==> src/rtl/mux_sel_scanner.sv <==
// mux_sel_scanner: walks the select lines of a downstream 4-to-1 mux through
// the enabled channels. Each select is held for DWELL cycles plus one sample
// cycle, and the mux output is captured into a 4-bit snapshot word.
// Optional feature macro: MUX_SCAN_CONT_EN. When it is defined and start is
// held high, the scanner restarts after each completed scan.
module mux_sel_scanner #(
  parameter int DWELL = 2,
  parameter int CNT_W = 4
) (
  input  logic       clk,
  input  logic       reset,
  input  logic       start,
  input  logic [3:0] mask,
  input  logic       mux_out,
  output logic       s1,
  output logic       s0,
  output logic       busy,
  output logic       done,
  output logic [3:0] sample,
  output logic       sample_valid
);

  typedef enum logic [1:0] {
    ST_IDLE,
    ST_DWELL,
    ST_SAMPLE,
    ST_FINISH
  } state_t;

  localparam logic [CNT_W-1:0] DwellLast = CNT_W'(DWELL - 1);

  state_t           state_q, state_d;
  logic [CNT_W-1:0] cnt_q, cnt_d;
  logic [1:0]       sel_q, sel_d;
  logic [3:0]       mask_q, mask_d;
  logic [3:0]       sample_q, sample_d;
  logic             valid_q, valid_d;

  // Lowest enabled channel whose index is at least lo.
  // Result is {found, index}; found=0 means no such channel.
  function automatic logic [2:0] pickAbove(input logic [3:0] m, input logic [2:0] lo);
    logic [2:0] r;
    r = 3'b000;
    for (int k = 3; k >= 0; k--) begin
      if (m[k] && (k >= int'(lo))) begin
        r = {1'b1, 2'(k)};
      end
    end
    return r;
  endfunction

  logic [2:0] firstPick;
  logic [2:0] nextPick;
`ifdef MUX_SCAN_CONT_EN
  logic [2:0] restartPick;
`endif

  // Channel lookups: first enabled channel for a new scan, and the next
  // enabled channel above the one that is currently selected.
  always_comb begin
    firstPick = pickAbove(mask, 3'd0);
    nextPick  = pickAbove(mask_q, {1'b0, sel_q} + 3'd1);
`ifdef MUX_SCAN_CONT_EN
    restartPick = firstPick;
`endif
  end

  // Next-state logic. IDLE accepts a start, DWELL holds the select for the
  // settle time, SAMPLE captures the mux output and advances to the next
  // channel, and FINISH reports completion.
  always_comb begin
    state_d  = state_q;
    cnt_d    = cnt_q;
    sel_d    = sel_q;
    mask_d   = mask_q;
    sample_d = sample_q;
    valid_d  = valid_q;
    case (state_q)
      ST_IDLE: begin
        if (start) begin
          mask_d   = mask;
          sample_d = 4'b0000;
          if (firstPick[2]) begin
            sel_d   = firstPick[1:0];
            cnt_d   = '0;
            valid_d = 1'b0;
            state_d = ST_DWELL;
          end else begin
            valid_d = 1'b1;
            state_d = ST_FINISH;
          end
        end
      end
      ST_DWELL: begin
        if (cnt_q == DwellLast) begin
          state_d = ST_SAMPLE;
        end else begin
          cnt_d = cnt_q + CNT_W'(1);
        end
      end
      ST_SAMPLE: begin
        sample_d[sel_q] = mux_out;
        if (nextPick[2]) begin
          sel_d   = nextPick[1:0];
          cnt_d   = '0;
          state_d = ST_DWELL;
        end else begin
          valid_d = 1'b1;
          state_d = ST_FINISH;
        end
      end
      ST_FINISH: begin
`ifdef MUX_SCAN_CONT_EN
        if (start) begin
          mask_d   = mask;
          sample_d = sample_q & mask;
          if (restartPick[2]) begin
            sel_d   = restartPick[1:0];
            cnt_d   = '0;
            state_d = ST_DWELL;
          end else begin
            sample_d = 4'b0000;
            state_d  = ST_FINISH;
          end
        end else begin
          state_d = ST_IDLE;
        end
`else
        state_d = ST_IDLE;
`endif
      end
      default: begin
        state_d = ST_IDLE;
      end
    endcase
  end

  // State and datapath registers with synchronous active-high reset.
  always_ff @(posedge clk) begin
    if (reset) begin
      state_q  <= ST_IDLE;
      cnt_q    <= '0;
      sel_q    <= 2'b00;
      mask_q   <= 4'b0000;
      sample_q <= 4'b0000;
      valid_q  <= 1'b0;
    end else begin
      state_q  <= state_d;
      cnt_q    <= cnt_d;
      sel_q    <= sel_d;
      mask_q   <= mask_d;
      sample_q <= sample_d;
      valid_q  <= valid_d;
    end
  end

  // Outputs are decoded directly from the registered state.
  always_comb begin
    s1           = sel_q[1];
    s0           = sel_q[0];
    busy         = (state_q == ST_DWELL) || (state_q == ST_SAMPLE);
    done         = (state_q == ST_FINISH);
    sample       = sample_q;
    sample_valid = valid_q;
  end

endmodule

==> config.mk <==
export PLATFORM = sky130hd
export DESIGN_NAME = mux_sel_scanner
export DESIGN_NICKNAME = d
export VERILOG_FILES = /design/src/rtl/mux_sel_scanner.sv
export SDC_FILE = /design/constraint.sdc
export NUM_CORES = 1
export LEC_CHECK = 0
export ABC_AREA = 0
export ABC_CLOCK_PERIOD_IN_PS = 2300
export CAP_MARGIN = 20
export CORE_AREA = 4 4 49 51
export CTS_CLUSTER_SIZE = 24
export DETAILED_ROUTE_END_ITERATION = 7
export DIE_AREA = 0 0 53 55
export GPL_TIMING_DRIVEN = 1
export HOLD_SLACK_MARGIN = 0.08
export PLACE_DENSITY = 0.74
export SYNTH_ARGS = -nofsm -noshare
export SYNTH_HDL_FRONTEND = slang
export SYNTH_SLANG_ARGS = --single-unit
==> constraint.sdc <==
create_clock -name clk -period 2.3 [get_ports clk]
set_input_delay 0.345 -clock clk [delete_from_list [all_inputs] [get_ports clk]]
set_output_delay 0.345 -clock clk [all_outputs]
set_load 0.01 [all_outputs]
==> flow_summary.json, run 1 <==
{
  "finalCritPeriodShare_pct": 86.0,
  "diodes": 0,
  "post-synth-top-area-cell": "dfxtp_1",
  "io_pins": 17,
  "dieArea_um2": 2920,
  "antenna_left": 0,
  "slew_violations": 0,
  "min_path_cells": 2,
  "drive_gt1_share_pct": 8.03,
  "drtIter0Drc": 27,
  "synth.most_common_cell": "dfxtp_1",
  "antenna_found_initial": 0,
  "worstSetupEndpointType": "flip-flop",
  "final_util_pct": 60.8,
  "cts_hold_buffers": 0,
  "area_growth_pct": 22.3,
  "syn_inst": 120,
  "timing.rr.start": "state_q[0]",
  "r2r_slack_ps": 320,
  "required_ps": 2520,
  "synth_area_um2": 965,
  "synth_fp_nets": 134,
  "hp-class": "reg -> reg",
  "cp_data_arrival_time_ps": 2200,
  "floorplan.initialDensity_pct": 49.7,
  "core-area_um2": 1940,
  "cts_resized": 0,
  "leakagePower_nw": 0.417,
  "critical_path_class": "reg -> reg",
  "clockRootBuffer": "clkbuf_4",
  "synth_edf_count": 0,
  "hold_viol_final": 0,
  "final.setup.tns_ps": 0,
  "nets": 152,
  "worst_pin_slew_ps": 577,
  "seq_area_frac_synth_pct": 33.2,
  "outcome": "complete, no violations",
  "routed_wl_um": 2090,
  "setup_viol": 0,
  "fin_skew_ps": 3.69,
  "n_fill_cell": 174,
  "synth.yosys.warnings": 0,
  "num_vias": 925,
  "htreeDepth": 1,
  "cp-start-kind": "flip-flop",
  "synthTopCellsByCount": "dfxtp_1 (16), a21oi_1 (13), nand2_1 (12), nor2_1 (12)",
  "ff2ff_path_depth": 7,
  "fmax_mhz": 506,
  "synth-seq-cells": 16,
  "grt_pass1_wl_um": 3480,
  "routed_via_density": 5.64,
  "grt_usage_pct": 16.1,
  "finalPower_w": 0.00105,
  "hp-start": "mask_q[2]",
  "cp_max_fo": 9,
  "cts.clk_slew.worst_paths_ps": 100,
  "dp_hpwl_um": 1640,
  "vdd_drop_max_mv": 0.531,
  "clock_path_buffers": 2,
  "powerDensity_nw_per_um2": 890,
  "slew_headroom_pct": 61.4,
  "routedWlPerCell_um": 12.8,
  "grt_max_degree": 16,
  "dr.pass1.iters": 4,
  "r2r_end": "cnt_q[3]",
  "postCtsSetupRepairBufs": 0,
  "cts_tree": "done",
  "numCtsBuffers": 3,
  "syn_area_per_cell_um2": 8.04,
  "ys_top_cells_by_area": "dfxtp_1 (33%), ha_1 (7.8%), a21oi_1 (6.7%)",
  "gr-total-overflow": 0,
  "maxCapViolCount": 0,
  "rsz0062_at_grt": "false",
  "cts_sinks": 16,
  "die_h_um": 55,
  "synth_cell_type_count": 36,
  "fin_hold_ws_ps": 482,
  "synth_top_area_share_pct": 33.2,
  "die_w_um": 53,
  "clk_latency_ps": 280,
  "min_period_ps": 1980,
  "fp-row-count": 16,
  "grt_pass1_vias": 845,
  "io_buffer_count": 16,
  "async_flop_share_pct": 0,
  "gp_congestion": 0.827,
  "synthFlopType": "dfxtp_1",
  "whs_endpoint": "mask_q[2]",
  "drc_errors": 0
}
==> cell families after synthesis <==
kind of cell | Yosys count | synth area share [%]
buffers and inverters | 13 | 5.84
AND/OR/NAND/NOR | 45 | 24.4
adder cells (fa/ha/maj) | 6 | 7.78
AO/OA/AOI/OAI | 40 | 28.8
flip-flops | 16 | 33.2
==> power breakdown <==
part	internal, W	total [W]	leakage [nW]	switching, W
combinational	0.000209	0.000492	0.266	0.000283
clock	0.0000962	0.000186	0.0210	0.0000894
sequential	0.000319	0.000373	0.130	0.0000542
total	0.000624	0.00105	0.417	0.000427
==> sequential cells by signal, indices dropped and copies added (netlist names) <==
signal / cells
cnt_q: 4
mask_q: 3
sample: 4
sample_valid: 1
sel_q: 2
state_q: 2
==> cell type report <==
| type | instances | area [um2] | area share [%] |
|---|---|---|---|
| clock buffer | 4 | 36.3 | 3.08 |
| tap | 27 | 33.8 | 2.86 |
| inverter | 9 | 33.8 | 2.86 |
| multi-input combinational | 91 | 588 | 49.8 |
| timing repair buffer | 17 | 168 | 14.2 |
| sequential | 16 | 320 | 27.1 |
==> per-layer routing <==
metal / vias to the layer above / GRT usage [%] / share of wire [%]
met5: - / 0 / 0
met3: 5 / 2.41 / 4.9
li1: 471 / - / -
met1: 421 / 19.1 / 45
met2: 28 / 29.1 / 49
met4: 0 / 5.96 / 1.3
==> how the worst max path moves through the flow <==
stage                     slack, ps  endpoint  cells after the start  startpoint
final                           320  cnt_q[3]                      7  state_q[0]
after global placement          300  cnt_q[1]                      6       start
after detailed placement        250  cnt_q[3]                      6       start
after floorplan                 510  cnt_q[3]                      8  state_q[0]
after global routing            170  cnt_q[1]                      7  state_q[0]
after CTS                       300  cnt_q[3]                      7  state_q[0]
==> critical path, cell delays in order (launching register included) <==
cell and delay, ps:
dfxtp_1 390, inv_1 90, ha_1 320, nor2b_1 230, nor2_4 110, o211ai_4 110
or4_1 520, a21oi_1 150
==> cells in the final DEF, fill, tap and decap left out, types with 3 or more instances in the layout <==
cell	netlist	routed
dfxtp_1	16	16
clkdlybuf4s50_1	0	16
a21oi_1	13	13
nor2_1	12	12
nand2_1	12	12
inv_1	9	9
o21ai_0	9	9
ha_1	6	6
nand3_1	4	4
nor3_1	3	3
clkbuf_4	0	3
==> stage by stage <==
stage / setup slack [ps] / std cells / cell area [um2]
CTS: 296 / 164 / 1180
global placement: 296 / 160 / 1140
global route: 173 / 164 / 1180
detailed placement: 248 / 160 / 1140
finish: 322 / 164 / 1180
floorplan: 515 / 120 / 965
No activity file was read; power rests on OpenSTA's default activity.
==> run 2, diff against run 1 <==
ABC_AREA = 1   (was 0)
SLEW_MARGIN = 0   (was unset)
==> run 2 against run 1 <==
Against the previous run: wire length rose by 5.9%; register-to-register slack improved by 360 ps; largest cell class unchanged; utilization rose by 1.2 points; synthesized area rose by 1.4%; worst hold slack got worse by 33 ps.
==> flow_summary.json, run 2 <==
{
  "routed_via_density": 5.20,
  "finalCritPeriodShare_pct": 83.8,
  "rsz0062_at_grt": "false",
  "synthFlopType": "dfxtp_1",
  "nets": 175,
  "grt_pass1_vias": 932,
  "synthTopCellsByCount": "nand2_1 (20), inv_1 (19), nor2_1 (17)",
  "cts_tree": "done",
  "clock_path_buffers": 2,
  "required_ps": 1960,
  "numCtsBuffers": 3,
  "cp_data_arrival_time_ps": 1580,
  "setup_viol": 0,
  "leakagePower_nw": 0.516,
  "antenna_found_initial": 0,
  "gr-total-overflow": 0,
  "htreeDepth": 1,
  "final_cell_mix": "nand2_1 (20), inv_1 (19), nor2_1 (17), dfxtp_1 (16), clkdlybuf4s50_1 (16)",
  "drive_gt1_share_pct": 11.3,
  "area_growth_pct": 23.0,
  "grt_usage_pct": 18.0,
  "routedWlPerCell_um": 11.9,
  "drtIter0Drc": 49,
  "post-synth-top-area-cell": "dfxtp_1",
  "route.met2.wl_um": 1090,
  "synth_fp_nets": 155,
  "critical_path_class": "reg -> out",
  "wl_met3_um": 129,
  "finalNonFillerCells": 187,
  "diodes": 0,
  "dp_hpwl_um": 1780,
  "cts_sinks": 16,
  "dr.max_layer_used": "met4",
  "vdd_drop_max_mv": 0.579,
  "min_period_ps": 1930,
  "final.setup.tns_ps": 0,
  "gp_congestion": 0.789,
  "synth_cell_type_count": 20,
  "powerDensity_nw_per_um2": 1020,
  "drc_errors": 0,
  "fin_skew_ps": 9.15,
  "clockRootBuffer": "clkbuf_4",
  "worst_pin_slew_ps": 312,
  "dieArea_um2": 2920,
  "async_flop_share_pct": 0,
  "synth_edf_count": 0,
  "seq_area_frac_synth_pct": 32.7,
  "cp-start-kind": "flip-flop",
  "fp-row-count": 16,
  "hp-class": "reg -> reg",
  "syn_area_per_cell_um2": 6.94,
  "synth_area_um2": 978,
  "cp_max_fo": 4,
  "cts_hold_buffers": 0,
  "maxCapViolCount": 0,
  "die_h_um": 55,
  "clk_latency_ps": 290,
  "dr.pass1.iters": 5,
  "grt_pass1_wl_um": 3880,
  "io_buffer_count": 16,
  "slew_headroom_pct": 79.0,
  "fmax_mhz": 519,
  "num_vias": 972,
  "n_fill_cell": 195,
  "routed_wl_um": 2220,
  "outcome": "complete, no violations",
  "m1WireLength_um": 972,
  "ys_top_cells_by_area": "dfxtp_1 (33%), a21oi_1 (7.7%), ha_1 (7.7%)",
  "io_pins": 17,
  "grt_max_degree": 11,
  "hold_viol_final": 0,
  "core-area_um2": 1940,
  "die_w_um": 53,
  "cts.clk_slew.worst_paths_ps": 100,
  "synth-seq-cells": 16,
  "slew_violations": 0,
  "worstSetupEndpointType": "output pin",
  "synth.most_common_cell": "nand2_1",
  "synth.yosys.warnings": 0,
  "postCtsSetupRepairBufs": 0,
  "syn_inst": 141,
  "cts_resized": 0,
  "final_common_cell": "nand2_1",
  "floorplan.initialDensity_pct": 50.4,
  "synth_top_area_share_pct": 32.7,
  "antenna_left": 0,
  "placedCellCount": 183
}
[run 2: kinds of logic (layout without fill, tap and decap cells)]
family,Yosys count,after routing,share of synthesized area (%)
AO/OA/AOI/OAI,35,35,19.1
XOR/XNOR,1,1,0.895
adder cells (fa/ha/maj),6,6,7.67
buffers and inverters,22,41,8.57
flip-flops,16,16,32.7
AND/OR/NAND/NOR,61,61,31.1
[run 2: metrics by stage]
step | setup slack [ps] | hold slack, ps | power [W] | util (%) | instance area, um2
after global routing | 301 | 478 | 0.00133 | 62.0 | 1200
final | 373 | 449 | 0.00122 | 62.0 | 1200
after floorplan | 897 | 414 | 0.000850 | - | 978
after detailed placement | 506 | 437 | 0.00104 | 60.1 | 1170
after CTS | 343 | 452 | 0.00123 | 62.0 | 1200
after global placement | 538 | 432 | 0.00103 | 60.1 | 1170
[run 2: worst max-delay path: stages, from the launching register on]
cell and delay [ps]:
dfxtp_1 390, inv_1 80, ha_1 290, clkdlybuf4s50_1 530
[run 2: layout make-up]
cell class	count	area [um2]	area share, %
flip-flops and latches	16	320	26.6
inverters	21	78.8	6.55
clock buffers	4	36.3	3.01
multi-input cells	103	574	47.7
repair buffers	16	160	13.3
well taps	27	33.8	2.81
[run 2: power by group]
part	switching, W	internal, W
sequential	0.0000684	0.000338
combinational	0.000375	0.000251
clock	0.0000954	0.0000965
[run 2: path summary, 6_finish.rpt]
kind	depth (start not counted)	slack (ps)	startpoint	to
worst max-delay path	3	370	state_q[0]	busy
worst min-delay path	2	450	sample_valid	sample_valid
worst max register to register	9	680	state_q[0]	sel_q[0]
worst min register to register	2	450	sample_valid	sample_valid
[run 2: per-layer routing]
layer  global-route usage, %  vias up
met2                    30.0       30
met3                    2.95        4
li1                        -      494
met5                       0        -
met4                    8.94        0
met1                    22.5      444
==> run 3, diff against run 2 <==
ABC_CLOCK_PERIOD_IN_PS = 1900   (was 2300)
clock period = 1.9 ns   (was 2.3 ns; I/O delays follow)
==> run 3 against run 2 <==
Against the previous run: sequential share of layout area increased by 0.15 points; total power grew 21%; highest routed layer unchanged; clock skew is 1.1 ps lower; clock power is 23% higher; sequential power rose by 23%; design area increased by 0.21%; final cell count unchanged.
==> flow_summary.json, run 3 (synthesized netlist as in run 2, its figures left out) <==
{
  "outcome": "complete, no violations",
  "maxCapViolCount": 0,
  "fp-row-count": 16,
  "setup_viol": 0,
  "routed_via_density": 5.06,
  "grt_max_degree": 11,
  "numCtsBuffers": 3,
  "routed_wl_um": 2200,
  "path_buf_inv": 2,
  "diodes": 0,
  "timing.rr.start": "state_q[1]",
  "vdd_drop_max_mv": 0.658,
  "antenna_found_initial": 0,
  "stdcell_area_um2": 1210,
  "cp-startpoint": "state_q[1]",
  "clockRootBuffer": "clkbuf_4",
  "hp-class": "reg -> reg",
  "drc_errors": 0,
  "worstSetupEndpointType": "output pin",
  "die_w_um": 53,
  "slew_violations": 0,
  "dp_hpwl_um": 1710,
  "io_buffer_count": 16,
  "leakagePower_nw": 0.517,
  "fin_skew_ps": 8.10,
  "preCtsSetupSlack_ps": 205,
  "final.setup.tns_ps": 0,
  "max_stage_delay_ps": 530,
  "cts.clk_slew.worst_paths_ps": 100,
  "crit_chain": "inv_1 -> ha_1 -> clkdlybuf4s50_1",
  "dr.pass1.iters": 4,
  "area_growth_pct": 23.3,
  "hp-start": "sample_valid",
  "finalCritPeriodShare_pct": 95.9,
  "seq_area_um2": 323,
  "clk_latency_ps": 300,
  "multi_input_area_um2": 574,
  "num_vias": 947,
  "final_util_pct": 62.1,
  "clock_path_buffers": 2,
  "worst_pin_slew_ps": 301,
  "powerDensity_nw_per_um2": 1230,
  "die_h_um": 55,
  "min_period_ps": 1820,
  "htreeDepth": 1,
  "rsz0062_at_grt": "false",
  "critPathTopFamily": "buffers and inverters",
  "routedWlPerCell_um": 11.8,
  "required_ps": 1620,
  "hold_viol_final": 0,
  "cts_sinks": 16,
  "grt_pass1_vias": 900,
  "cts_tree": "done",
  "fmax_mhz": 549,
  "final_cell_mix": "nand2_1 (20), inv_1 (19), nor2_1 (17), clkdlybuf4s50_1 (16), a21oi_1 (15)",
  "cp_data_arrival_time_ps": 1540,
  "setup_ws_ps": 78.6,
  "drtIter0Drc": 13,
  "cp_slowest_cell": "clkdlybuf4s50_1",
  "postCtsSetupRepairBufs": 0,
  "floorplan.initialDensity_pct": 50.4,
  "critical_path_class": "reg -> out",
  "core-area_um2": 1940,
  "cp_max_fo": 3,
  "slew_headroom_pct": 79.9,
  "n_fill_cell": 198,
  "nets": 175,
  "grt_pass1_wl_um": 3780,
  "dieArea_um2": 2920,
  "grt_usage_pct": 18.1,
  "antenna_left": 0,
  "placed_area_um2": 1170,
  "gr-total-overflow": 0,
  "io_pins": 17,
  "drive_gt1_share_pct": 12.5,
  "final_common_cell": "nand2_1",
  "cp-start-kind": "flip-flop",
  "gp_congestion": 0.809
}
-- run 3: cell types whose count changed in the layout (fill, tap and decap cells not counted) --
cell     before  now
dfxtp_2       0    2
dfxtp_1      16   14
-- run 3: cell type report --
type / count / share of cell area [%]
multi-input cells: 103 / 47.6
flip-flops and latches: 16 / 26.8
repair buffers: 16 / 13.3
inverters: 21 / 6.54
clock buffers: 4 / 3.01
well taps: 27 / 2.80
-- run 3: per-stage QoR --
stage               hold WS [ps]  instances  total power [W]
global placement             433        183          0.00124
global route                 482        187          0.00162
floorplan                    354        141          0.00103
detailed placement           441        183          0.00125
finish                       450        187          0.00149
CTS                          457        187          0.00149
-- run 3: timing repair --
item,in CTS,in global routing
endpoints found under the setup margin,0,1
hold buffers,0,0
gates resized for setup,0,2
-- run 3: power breakdown --
part | total [W] | internal [W] | leakage [nW] | switching [W]
Clock | 0.000236 | 0.000117 | 0.0210 | 0.000119
Combinational | 0.000752 | 0.000303 | 0.364 | 0.000450
Sequential | 0.000499 | 0.000413 | 0.132 | 0.0000862
Total | 0.00149 | 0.000833 | 0.517 | 0.000655
-- run 3: metal layers --
layer	routed length [um]	vias up	part of all wire (%)	global-route usage [%]
met5	0	-	0	0
met4	43	0	2.0	9.79
met3	94	5	4.3	4.02
met2	1040	19	47	31.2
met1	1030	423	47	21.0
li1	-	500	-	-
-- run 3: tightest hold or removal path: stages (launching register included) --
cell and delay, ps:
dfxtp_1 320, inv_1 50, a21oi_1 50
-- run 3: final timing paths --
kind                        to  slack, ps  cells past startpoint
setup / recovery          busy         80                      3
hold reg to reg   sample_valid        450                      2
setup reg to reg      sel_q[0]        310                      9
hold / removal    sample_valid        450                      2
